**config.mk**
```make
export PLATFORM = sky130hd
export DESIGN_NAME = vote_collector_flat
export DESIGN_NICKNAME = d
export VERILOG_FILES = /design/src/rtl/vote_pkg.sv /design/src/rtl/vote_collector_if.sv /design/src/rtl/vote_idle_timer.sv /design/src/rtl/vote_collector.sv /design/src/flat_wrapper.sv
export SDC_FILE = /design/constraint.sdc
export NUM_CORES = 1
export LEC_CHECK = 0
export CAP_MARGIN = 25
export CELL_PAD_IN_SITES_DETAIL_PLACEMENT = 0
export CELL_PAD_IN_SITES_GLOBAL_PLACEMENT = 1
export CORE_MARGIN = 5
export CORE_UTILIZATION = 40
export CTS_BUF_LIST = sky130_fd_sc_hd__clkbuf_4
export DETAILED_ROUTE_END_ITERATION = 10
export PLACE_DENSITY = 0.79
export SYNTH_ARGS = -nofsm -noshare
export SYNTH_HDL_FRONTEND = slang
export SYNTH_HIERARCHICAL = 1
export SYNTH_SLANG_ARGS = --single-unit
```
**constraint.sdc**
```tcl
create_clock -name clk -period 1.6 [get_ports clk]
set_input_delay 0.4 -clock clk [delete_from_list [all_inputs] [get_ports clk]]
set_output_delay 0.4 -clock clk [all_outputs]
set_load 0.01 [all_outputs]
```
**src/rtl/vote_pkg.sv**
```systemverilog
// Shared types and sizing helpers for the serial vote collector and its idle timer.
package vote_pkg;

  typedef enum logic [1:0] {
    IDLE    = 2'd0,
    COLLECT = 2'd1,
    HOLD    = 2'd2
  } state_e;

  localparam int TIMEOUT_DEF = 16;
  localparam int TMR_W_DEF   = $clog2(TIMEOUT_DEF);

  // Counter wide enough to hold the full value n, not just n-1.
  function automatic int cntWidth(input int n);
    return $clog2(n + 1);
  endfunction

  function automatic int tmrWidth(input int cycles);
    return $clog2(cycles);
  endfunction

endpackage

```
**src/rtl/vote_collector_if.sv**
```systemverilog
// Vote input handshake plus result output handshake of the vote collector.
interface vote_collector_if #(
  parameter int NUM_INPUTS = 5,
  parameter int CNT_W      = 3
);
  logic                  vote_valid;
  logic                  vote_ready;
  logic                  vote_bit;
  logic                  flush;
  logic                  out_valid;
  logic                  out_ready;
  logic [NUM_INPUTS-1:0] out_vector;
  logic [CNT_W-1:0]      out_count;
  logic                  out_majority;
  logic                  timeout_err;

  modport master (
    output vote_valid, vote_bit, flush, out_ready,
    input  vote_ready, out_valid, out_vector, out_count, out_majority, timeout_err
  );

  modport slave (
    input  vote_valid, vote_bit, flush, out_ready,
    output vote_ready, out_valid, out_vector, out_count, out_majority, timeout_err
  );
endinterface

```
**src/rtl/vote_idle_timer.sv**
```systemverilog
// Counts consecutive idle cycles of a partial window; flags the last allowed idle cycle.
module vote_idle_timer
  import vote_pkg::*;
#(
  parameter int TIMEOUT_CYCLES = TIMEOUT_DEF,
  parameter int TMR_W          = tmrWidth(TIMEOUT_CYCLES)
) (
  input  logic clk,
  input  logic rst,
  input  logic clear_i,
  input  logic inc_i,
  output logic terminal_o
);

  logic [TMR_W-1:0] cnt_q;
  logic [TMR_W-1:0] cnt_d;

  always_comb begin
    cnt_d = cnt_q;
    if (clear_i) cnt_d = '0;
    else if (inc_i) cnt_d = cnt_q + TMR_W'(1);
  end

  always_ff @(posedge clk) begin
    if (rst) cnt_q <= '0;
    else     cnt_q <= cnt_d;
  end

  assign terminal_o = (cnt_q == TMR_W'(TIMEOUT_CYCLES - 1));

endmodule

```
**src/rtl/vote_collector.sv**
```systemverilog
// Gathers NUM_INPUTS serial votes into a window and presents vector, popcount and
// majority through a one-entry registered output buffer.
module vote_collector
  import vote_pkg::*;
#(
  parameter int NUM_INPUTS     = 5,
  parameter int TIMEOUT_CYCLES = TIMEOUT_DEF,
  parameter int CNT_W          = cntWidth(NUM_INPUTS)
) (
  input  logic clk,
  input  logic rst,
  vote_collector_if.slave bus
);

  state_e                state_q;
  logic [NUM_INPUTS-1:0] vec_q;
  logic [CNT_W-1:0]      n_q;
  logic [CNT_W-1:0]      ones_q;
  logic                  outValid_q;
  logic [NUM_INPUTS-1:0] outVec_q;
  logic [CNT_W-1:0]      outCount_q;
  logic                  outMaj_q;
  logic                  timeoutErr_q;

  logic                  voteReady;
  logic                  accept;
  logic                  timerTerminal;
  logic [NUM_INPUTS-1:0] vec_d;
  logic [CNT_W-1:0]      n_d;
  logic [CNT_W-1:0]      ones_d;

  assign voteReady = (state_q != HOLD) && !bus.flush;
  assign accept    = bus.vote_valid && voteReady;

  // Indexed write keeps the first accepted vote in bit 0; IDLE always starts from a clean vector.
  always_comb begin
    vec_d          = (state_q == IDLE) ? '0 : vec_q;
    vec_d[n_q]     = bus.vote_bit;
    n_d            = n_q + CNT_W'(1);
    ones_d         = ones_q + CNT_W'(bus.vote_bit);
  end

  vote_idle_timer #(
    .TIMEOUT_CYCLES(TIMEOUT_CYCLES)
  ) u_timer (
    .clk       (clk),
    .rst       (rst),
    .clear_i   ((state_q != COLLECT) || accept),
    .inc_i     ((state_q == COLLECT) && !accept),
    .terminal_o(timerTerminal)
  );

  always_ff @(posedge clk) begin
    if (rst) begin
      state_q      <= IDLE;
      vec_q        <= '0;
      n_q          <= '0;
      ones_q       <= '0;
      outValid_q   <= 1'b0;
      outVec_q     <= '0;
      outCount_q   <= '0;
      outMaj_q     <= 1'b0;
      timeoutErr_q <= 1'b0;
    end else begin
      timeoutErr_q <= 1'b0;
      unique case (state_q)
        IDLE, COLLECT: begin
          if (bus.flush) begin
            state_q <= IDLE;
            vec_q   <= '0;
            n_q     <= '0;
            ones_q  <= '0;
          end else if (accept) begin
            if (n_d == CNT_W'(NUM_INPUTS)) begin
              state_q    <= HOLD;
              outValid_q <= 1'b1;
              outVec_q   <= vec_d;
              outCount_q <= ones_d;
              outMaj_q   <= (ones_d > CNT_W'(NUM_INPUTS >> 1));
              vec_q      <= '0;
              n_q        <= '0;
              ones_q     <= '0;
            end else begin
              state_q <= COLLECT;
              vec_q   <= vec_d;
              n_q     <= n_d;
              ones_q  <= ones_d;
            end
          end else if ((state_q == COLLECT) && timerTerminal) begin
            state_q      <= IDLE;
            vec_q        <= '0;
            n_q          <= '0;
            ones_q       <= '0;
            timeoutErr_q <= 1'b1;
          end
        end
        HOLD: begin
          if (bus.out_ready) begin
            state_q    <= IDLE;
            outValid_q <= 1'b0;
          end
        end
        default: state_q <= IDLE;
      endcase
    end
  end

  assign bus.vote_ready   = voteReady;
  assign bus.out_valid    = outValid_q;
  assign bus.out_vector   = outVec_q;
  assign bus.out_count    = outCount_q;
  assign bus.out_majority = outMaj_q;
  assign bus.timeout_err  = timeoutErr_q;

endmodule

```
**src/flat_wrapper.sv**
```systemverilog
// flat-port wrapper written by rule: the top's interface ports become plain ports
module vote_collector_flat import vote_pkg::*;
#(
  parameter int NUM_INPUTS     = 5,
  parameter int TIMEOUT_CYCLES = TIMEOUT_DEF,
  parameter int CNT_W          = cntWidth(NUM_INPUTS)
)
  (clk, rst, bus_vote_valid, bus_vote_bit, bus_flush, bus_out_ready, bus_vote_ready, bus_out_valid, bus_out_vector, bus_out_count, bus_out_majority, bus_timeout_err);
  vote_collector_if #(.NUM_INPUTS(NUM_INPUTS), .CNT_W(CNT_W)) bus_i ();
  input  logic clk;
  input  logic rst;
  input wire logic [$bits(bus_i.vote_valid)-1:0] bus_vote_valid;
  input wire logic [$bits(bus_i.vote_bit)-1:0] bus_vote_bit;
  input wire logic [$bits(bus_i.flush)-1:0] bus_flush;
  input wire logic [$bits(bus_i.out_ready)-1:0] bus_out_ready;
  output wire logic [$bits(bus_i.vote_ready)-1:0] bus_vote_ready;
  output wire logic [$bits(bus_i.out_valid)-1:0] bus_out_valid;
  output wire logic [$bits(bus_i.out_vector)-1:0] bus_out_vector;
  output wire logic [$bits(bus_i.out_count)-1:0] bus_out_count;
  output wire logic [$bits(bus_i.out_majority)-1:0] bus_out_majority;
  output wire logic [$bits(bus_i.timeout_err)-1:0] bus_timeout_err;
  assign bus_i.vote_valid = bus_vote_valid;
  assign bus_i.vote_bit = bus_vote_bit;
  assign bus_i.flush = bus_flush;
  assign bus_i.out_ready = bus_out_ready;
  assign bus_vote_ready = bus_i.vote_ready;
  assign bus_out_valid = bus_i.out_valid;
  assign bus_out_vector = bus_i.out_vector;
  assign bus_out_count = bus_i.out_count;
  assign bus_out_majority = bus_i.out_majority;
  assign bus_timeout_err = bus_i.timeout_err;
  vote_collector #(.NUM_INPUTS(NUM_INPUTS), .TIMEOUT_CYCLES(TIMEOUT_CYCLES), .CNT_W(CNT_W)) u_core (.clk(clk), .rst(rst), .bus(bus_i));
endmodule
```
Word-level counts from Yosys, hierarchy flattened
Index checks and enable logic that the tools add are counted.
{"block": "word_totals", "ff_bits": 28, "input_bits": 6, "out_inout_bits": 12, "elab_cells": 74}
{"block": "op_classes", "n_addsub": 3, "order_cmp": 3, "n_eq_ne": 11, "n_mux": 27, "bitwise_logic": 2, "reduce_logical": 18}
{"cell": "$mux W5", "n": 5}
{"cell": "$mux W3", "n": 7}
{"cell": "$mux W2", "n": 5}
{"cell": "$mux W1", "n": 6}
{"cell": "$ne A2 B1 Y1 const B", "n": 3}
{"cell": "$ne A2 B2 Y1 const B", "n": 3}
{"cell": "$bwmux W5", "n": 1}
{"cell": "$logic_and A1 B1 Y1", "n": 5}
{"cell": "$reduce_and A5 Y1", "n": 1}
{"cell": "$add A4 B1 Y4 const B", "n": 1}
{"cell": "$eq A4 B4 Y1 const B", "n": 1}
{"cell": "$lt A3 B4 Y1 const B", "n": 1}
{"cell": "$ne A4 B2 Y1 const B", "n": 1}
{"cell": "$pmux W2 S2", "n": 1}
{"cell": "$reduce_and A2 Y1", "n": 2}
{"cell": "$reduce_and A4 Y1", "n": 1}
{"cell": "$reduce_or A2 Y1", "n": 2}
{"cell": "$reduce_or A4 Y1", "n": 1}
{"cell": "$add A3 B1 Y3", "n": 1}
{"cell": "$add A3 B1 Y3 const B", "n": 1}
{"cell": "$demux W1 S3", "n": 1}
{"cell": "$eq A3 B3 Y1 const B", "n": 1}
{"cell": "$ge A3 B1 Y1 const B", "n": 1}
{"cell": "$gt A3 B2 Y1 const B", "n": 1}
{"cell": "9 further kinds", "n": 11}

Logic depth before layout (Yosys ltp)
Gate-level depths: netlist of the first run.
{"block": "depth", "word_depth": 8, "depth_mapped": 6, "ltp_nobuf": 5}

Hierarchy
The synthesis of the first run kept the hierarchy.
{"module": "vote_collector", "n_inst": 1, "cells_each": 134, "area_each_um2": 1315.0, "seq_area_each_um2": 480.5}
{"module": "vote_idle_timer", "n_inst": 1, "cells_each": 18, "area_each_um2": 183.9, "seq_area_each_um2": 80.1}

Worst setup path after synthesis of the first run
No wires, ideal clock.
{"block": "synth_path", "path_type": "flip-flop to flip-flop", "from": "register u_core.u_timer.cnt_q[0]", "to": "register u_core.vec_q[0]", "setup_time_ns": 0.057, "arrival_time_ns": 1.578, "required_time_ns": 1.543, "slack_ns": -0.035, "path_stages_with_launch": 6, "path_buffers": 0, "synth_period_minus_slack_ns": 1.635, "cell_sequence": "dfxtp_1 ha_1 and3_1 a211oi_1 o21a_1 a22o_2"}
{"block": "synth_via", "elab_chain_cells": 4}
{"element": "start, declared", "line_no": "vote_idle_timer.sv:15", "source": "logic [TMR_W-1:0] cnt_q;"}
{"element": "start signal, assigned", "line_no": "vote_idle_timer.sv:26", "source": "else cnt_q <= cnt_d;"}
{"element": "$eq A4 B4 Y1", "line_no": "vote_idle_timer.sv:29", "source": "assign terminal_o = (cnt_q == TMR_W'(TIMEOUT_CYCLES - 1));"}
{"element": "via u_core.timerTerminal", "line_no": "vote_collector.sv:27", "source": "logic timerTerminal;"}
{"element": "$logic_and A1 B1 Y1", "line_no": "vote_collector.sv:89", "source": "end else if ((state_q == COLLECT) && timerTerminal) begin"}
{"element": "$reduce_bool A3 Y1 (no source line)"}
{"element": "$reduce_and A2 Y1 (no source line)"}
{"element": "end signal, assigned", "line_no": "vote_collector.sv:85", "source": "vec_q <= vec_d;"}
{"element": "end, declared", "line_no": "vote_collector.sv:16", "source": "logic [NUM_INPUTS-1:0] vec_q;"}
The timed path passes the listed nets, and every way through them passes these cells.
A chain may end at the register's enable or synchronous reset.

Final worst setup path of the first run
{"block": "layout_path", "from": "input bus_vote_valid", "to": "register u_core.vec_q[2]"}
{"block": "layout_via", "elab_chain_cells": 3, "elab_cells_between_ends": 5, "cone_classes": "mux (2); reduce/logical (3)"}
{"element": "start, declared", "line_no": "flat_wrapper.sv:12", "source": "input wire logic [$bits(bus_i.vote_valid)-1:0] bus_vote_valid;"}
{"element": "$logic_and A1 B1 Y1 (*)", "line_no": "vote_collector.sv:33", "source": "assign accept = bus.vote_valid && voteReady;"}
{"element": "$reduce_bool A3 Y1 (no source line) / $mux W5 (equally long branches)"}
{"element": "$reduce_and A2 Y1 (no source line) / $mux W5 (equally long branches)"}
Mark *: on every way between the ends. The rest lies on a longest branch, timed or not.

==> results of run 1 <==
[worst paths after layout]
check | start | endpoint | slack, ps | cells after the start
setup / recovery | bus_vote_valid | u_core/vec_q[2]$_SDFFE_PP0P_ | 50 | 4
setup reg to reg | u_core/state_q[1]$_SDFFE_PP0P_ | u_core/vec_q[2]$_SDFFE_PP0P_ | 90 | 4
hold / removal | u_core/bus.out_valid$_SDFFE_PP0P_ | u_core/bus.out_valid$_SDFFE_PP0P_ | 490 | 2
hold reg to reg | u_core/bus.out_valid$_SDFFE_PP0P_ | u_core/bus.out_valid$_SDFFE_PP0P_ | 490 | 2
[where the power goes]
group / internal (W) / switching (W)
Clock: 0.0000916 / 0.000210
Sequential: 0.000703 / 0.00000355
Combinational: 0.0000720 / 0.0000785
Total: 0.000867 / 0.000292
[cells in the mapped netlist, types with 5 or more instances]
cell type	number	area, um^2
dfxtp_1	28	561
o21ai_0	14	70.1
a21oi_1	12	60.1
inv_1	7	26.3
ha_1	5	62.6
mux2i_1	5	50.1
nor3b_1	5	37.5
[cells by family after synthesis]
family,after synthesis,synth area share
simple gates,35,0.169
fa+ha+maj,5,0.0417
compound gates,56,0.261
xor+xnor,4,0.0334
flops,28,0.374
buf+inv,17,0.0718
mux,7,0.0484
[area by class of cell]
class	instances	area, um^2	share of cell area
Multi-Input combinational cell	107	856	0.446
Sequential cell	28	564	0.294
Timing Repair Buffer	46	384	0.200
Tap cell	48	60.1	0.0313
Inverter	8	30.0	0.0156
Clock buffer	3	22.5	0.0117
Clock inverter	1	3.75	0.00195
[metal layers]
layer  GRT usage  vias up  routed length [um]
li1            -      654                   -
met1       0.161      603                1600
met2       0.244       24                1680
met3      0.0252        4                 127
met4      0.0480        0                  23
met5           0        -                   0
[repair_timing]
item                       in CTS  in global routing
resized for setup              17                 10
setup endpoints to repair      20                 15
pin swaps                       1                  2
[state kept, by name, indices dropped and copies added (netlist names)]
name,flops
u_core/bus.out_majority,1
u_core/bus.out_vector,5
u_core/n_q,3
u_core/u_timer/cnt_q,4
u_core/vec_q,5
u_core/bus.out_valid,1
u_core/ones_q,3
u_core/bus.out_count,3
u_core/state_q,2
u_core/bus.timeout_err,1
[worst max-delay path: cells and delay by family]
| family | cells | cell delay (ps) |
|---|---|---|
| buffers and inverters | 1 | 510 |
| AOI/OAI and AO/OA | 2 | 490 |
| and+or+nand+nor | 1 | 440 |
[through the flow]
step / TNS, ps / cells
final: 0 / 241
after global routing: -20.5 / 241
after CTS: 0 / 241
after detailed placement: -7940 / 237
after global placement: -7000 / 237
after floorplan: 0 / 152
==> flow_summary_export.csv, run 1 <==
group,metric,value,unit
status,status,"finished clean",
clock_tree,clk_path_buf_depth,2,
clock_tree,cts_tree,"done",
layout,final_common_cell,"buf_4",
floorplan,fp.dieW,71.2,um
global_route,antenna_found_initial,0,
global_route,grt_max_degree,18,
setup_path,crit_type,"in -> reg",
layout,antenna_cells,0,
synth,synthFlopType,"dfxtp_1",
sta,setup_ws,52.5,ps
clock_tree,cts_setup_buffers,0,
setup_path,crit_fanout,5,
floorplan,coreArea,0.00363,mm^2
layout,fillers,354,
clock_tree,htreeDepth,1,
synth,synth_edf_count,0,
layout,synthToLayoutAreaGrowth,28.1,%
global_route,grt_pass1_wl,5.68,mm
synth,synthesis.nets,163,
sta,relSlewSlack,0.757,
setup_path,start_kind,"primary input",
synth,syn_avg_cell_area,9.86,um^2
detailed_routing,antenna_left,0,
placed_design,dpl.hpwl,2.62,mm
clock_tree,clk_latency,330,ps
power,peakVddDrop,289,uV
detailed_routing,drc_errors,0,
global_route,grt_pass1_vias,1322,
synth,synth_cells,152,
worst_hold_path,min_path_type,"reg -> reg",
setup_path,worstPathArrival,1830,ps
synth,ys_ff_latch,28,
synth,synth_cell_types,46,
synth,synth_warnings,6,
global_route,grt-ovfl-total,0,
setup_path,max_stage_delay,510,ps
placed_design,pre_cts_ws,-403,ps
floorplan,dieArea,0.00507,mm^2
synth,synthArstFlopShare,0,
sta,rsz0062_at_grt,"true",
setup_path,critPathSlowestCell,"clkdlybuf4s50_1",
sta,tightest_slew,362,ps
power,p_per_area,603,mW/mm^2
global_route,grt_use_total,0.136,
clock_tree,cts_made_buffers,3,
synth,synth.cell_area,0.00150,mm^2
detailed_routing,vias_per_cell,5.33,
detailed_routing,dr.pass1.iters,5,
sta,fin_crit,1550,ps
sta,finalHoldViolCount,0,
layout,utilization,0.529,
floorplan,initial_core_util,0.413,
sta,timing.final.crit_share,0.967,
synth,ys_seq_area_frac,0.374,
clock_tree,hold_buffers,0,
clock_tree,root_buffer,"clkbuf_4",
floorplan,io_pins,18,
setup_path,path_cells,"clkdlybuf4s50_1, or3b_4, a211oi_4, a22o_2",
floorplan,fp-row-count,22,
setup_path,required,1890,ps
detailed_routing,via_count,1285,
layout,drive_gt1_frac,0.306,
placed_design,gp_congestion,0.822,
sta,drv_slew,0,
layout,final_cell_mix,"buf_4 (27), dfxtp_1 (25), o21ai_0 (13), dlygate4sd2_1 (12), a21oi_1 (12)",
layout,nets,205,
sta,holdWs,487,ps
power,finalPower,0.00116,W
sta,max_freq,0.646,GHz
sta,finalSetupViolCount,0,
placed_design,portBuffers,17,
floorplan,die_y,71.2,um
placed_design,place_area,0.00189,mm^2
detailed_routing,wl,3.43,mm
layout,final_area,0.00192,mm^2
setup_path,cp-end-kind,"register",
clock_tree,clkTransAtPathRegs,150,ps
detailed_routing,drt-initial-drc-count,27,
run,cap_viol_max_count,0,
clock_tree,clkSinkCount,28,
detailed_routing,wl_per_cell,14.2,um
sta,skew,3.71,ps
power,cellLeakagePower,0.804,nW
Power figures use the tool's default switching activity.
==> run 2, diff against run 1 <==
--- a/config.mk
+++ b/config.mk
@@ -12,6 +12,7 @@
 export CORE_UTILIZATION = 40
 export CTS_BUF_LIST = sky130_fd_sc_hd__clkbuf_4
 export DETAILED_ROUTE_END_ITERATION = 10
+export MAX_ROUTING_LAYER = met4
 export PLACE_DENSITY = 0.79
 export SYNTH_ARGS = -nofsm -noshare
 export SYNTH_HDL_FRONTEND = slang
==> flow_summary_export.csv, run 2 (synthesis gave the netlist of run 1 again) <==
group,metric,value,unit
status,status,"finished clean",
floorplan,dieArea,0.00507,mm^2
sta,finalSetupViolCount,0,
layout,synthToLayoutAreaGrowth,28.1,%
placed_design,gp_congestion,0.835,
worst_hold_path,min_to,"u_core/bus.out_valid$_SDFFE_PP0P_",
clock_tree,cts_made_buffers,3,
detailed_routing,antenna_left,0,
layout,antenna_cells,0,
global_route,antenna_found_initial,0,
sta,max_freq,0.646,GHz
global_route,grt-ovfl-total,0,
setup_path,crit_type,"reg -> out",
sta,skew,3.21,ps
floorplan,io_pins,18,
clock_tree,hold_buffers,0,
detailed_routing,drc_errors,0,
sta,tightest_slew,364,ps
run,cap_viol_max_count,0,
global_route,grt_pass1_vias,1325,
detailed_routing,drt-initial-drc-count,38,
sta,finalHoldViolCount,0,
global_route,grt_use_met2,0.244,
global_route,grt_max_degree,18,
clock_tree,clk_latency,330,ps
global_route,use_met1,0.166,
worst_hold_path,hold_start,"u_core/bus.out_valid$_SDFFE_PP0P_",
global_route,globalRouteMet3Util,0.0182,
power,cellLeakagePower,0.804,nW
floorplan,fp-row-count,22,
setup_path,reg2reg_from,"u_core/state_q[1]$_SDFFE_PP0P_",
worst_hold_path,min_path_type,"reg -> reg",
setup_path,crit_fanout,2,
layout,drive_gt1_frac,0.306,
clock_tree,cts_tree,"done",
setup_path,worstPathArrival,1150,ps
detailed_routing,wl_per_cell,14.3,um
layout,final_cell_mix,"buf_4 (27), dfxtp_1 (25), o21ai_0 (13), dlygate4sd2_1 (12), a21oi_1 (12)",
placed_design,portBuffers,17,
setup_path,rrSetupSlack,90,ps
clock_tree,clk_path_buf_depth,2,
power,peakVddDrop,289,uV
detailed_routing,vias_per_cell,5.31,
clock_tree,cts_setup_buffers,0,
placed_design,dpl.hpwl,2.62,mm
clock_tree,clkTransAtPathRegs,150,ps
floorplan,coreArea,0.00363,mm^2
setup_path,start_kind,"register",
layout,utilization,0.529,
layout,final_common_cell,"buf_4",
floorplan,fp.dieW,71.2,um
power,p_per_area,604,mW/mm^2
sta,rsz0062_at_grt,"true",
placed_design,pre_cts_ws,-403,ps
clock_tree,htreeDepth,1,
global_route,grt_pass1_wl,5.66,mm
layout,fillers,354,
sta,timing.final.crit_share,0.967,
floorplan,initial_core_util,0.413,
clock_tree,clkSinkCount,28,
detailed_routing,wl,3.45,mm
detailed_routing,via_count,1279,
floorplan,die_y,71.2,um
sta,drv_slew,0,
clock_tree,root_buffer,"clkbuf_4",
layout,nets,205,
sta,fin_crit,1550,ps
worst_hold_path,hold-path-cell-count,2,
sta,relSlewSlack,0.756,
sta,setup_ws,53.0,ps
global_route,busiest_layer,"met2",
setup_path,reg2reg_depth,4,
setup_path,required,1200,ps
setup_path,cp-end-kind,"output pin",
detailed_routing,dr.pass1.iters,4,
setup_path,crit-reg2reg-capture,"u_core/vec_q[2]$_SDFFE_PP0P_",
global_route,grt_use_total,0.140,
[run 2: cell counts in the layout (fill, tap and decap cells not counted)]
Identical to the previous run, type by type.
[run 2: final cells by class]
type                       instances  area [um^2]  area share
multi-input combinational        107          856       0.446
sequential                        28          564       0.294
inverter                           8         30.0      0.0156
timing repair buffer              46          384       0.200
clock buffer                       3         22.5      0.0117
clock inverter                     1         3.75     0.00195
tap                               48         60.1      0.0313
[run 2: worst max path at each step]
stage,from,end
after floorplan,u_core/n_q[0]$_SDFFE_PP0P_,u_core/bus.out_vector[0]$_SDFFE_PP0P_
after global routing,u_core/state_q[0]$_SDFFE_PP0P_,bus_vote_ready
final,u_core/state_q[0]$_SDFFE_PP0P_,bus_vote_ready
after CTS,u_core/u_timer/cnt_q[0]$_SDFFE_PP0P_,u_core/ones_q[2]$_SDFFE_PP0P_
after detailed placement,bus_flush,bus_vote_ready
after global placement,bus_flush,bus_vote_ready
[run 2: through the flow]
step | hold slack (ps) | cell area [um^2] | std cells | power (W) | TNS (ps)
global route | 504 | 1920 | 241 | 0.00121 | -20.5
global placement | 459 | 1890 | 237 | 0.000866 | -7000
CTS | 489 | 1890 | 241 | 0.00117 | 0
finish | 487 | 1920 | 241 | 0.00116 | 0
detailed placement | 470 | 1890 | 237 | 0.000869 | -7940
floorplan | 448 | 1500 | 152 | 0.000802 | 0
[run 2: per-layer routing]
metal / wire (um) / up-vias
met2: 1680 / 27
met4: 17 / 0
met3: 97 / 2
met5: 0 / -
met1: 1650 / 598
li1: - / 652
[run 2: timing repair]
action,4_1_cts,5_1_grt
setup endpoints to repair,20,15
gates resized for setup,17,10
pin swaps,1,2
[run 2: power by group]
part	switching [W]	leakage (nW)	total (W)	internal, W
registers	0.00000355	0.227	0.000707	0.000703
logic	0.0000786	0.562	0.000151	0.0000720
clock network	0.000210	0.0154	0.000302	0.0000916
total	0.000292	0.804	0.00116	0.000867
[run 2: critical path, stage by stage (launching register included)]
cell and delay [ps]:
dfxtp_2 350, nand2b_1 150, and2b_2 190, buf_2 130
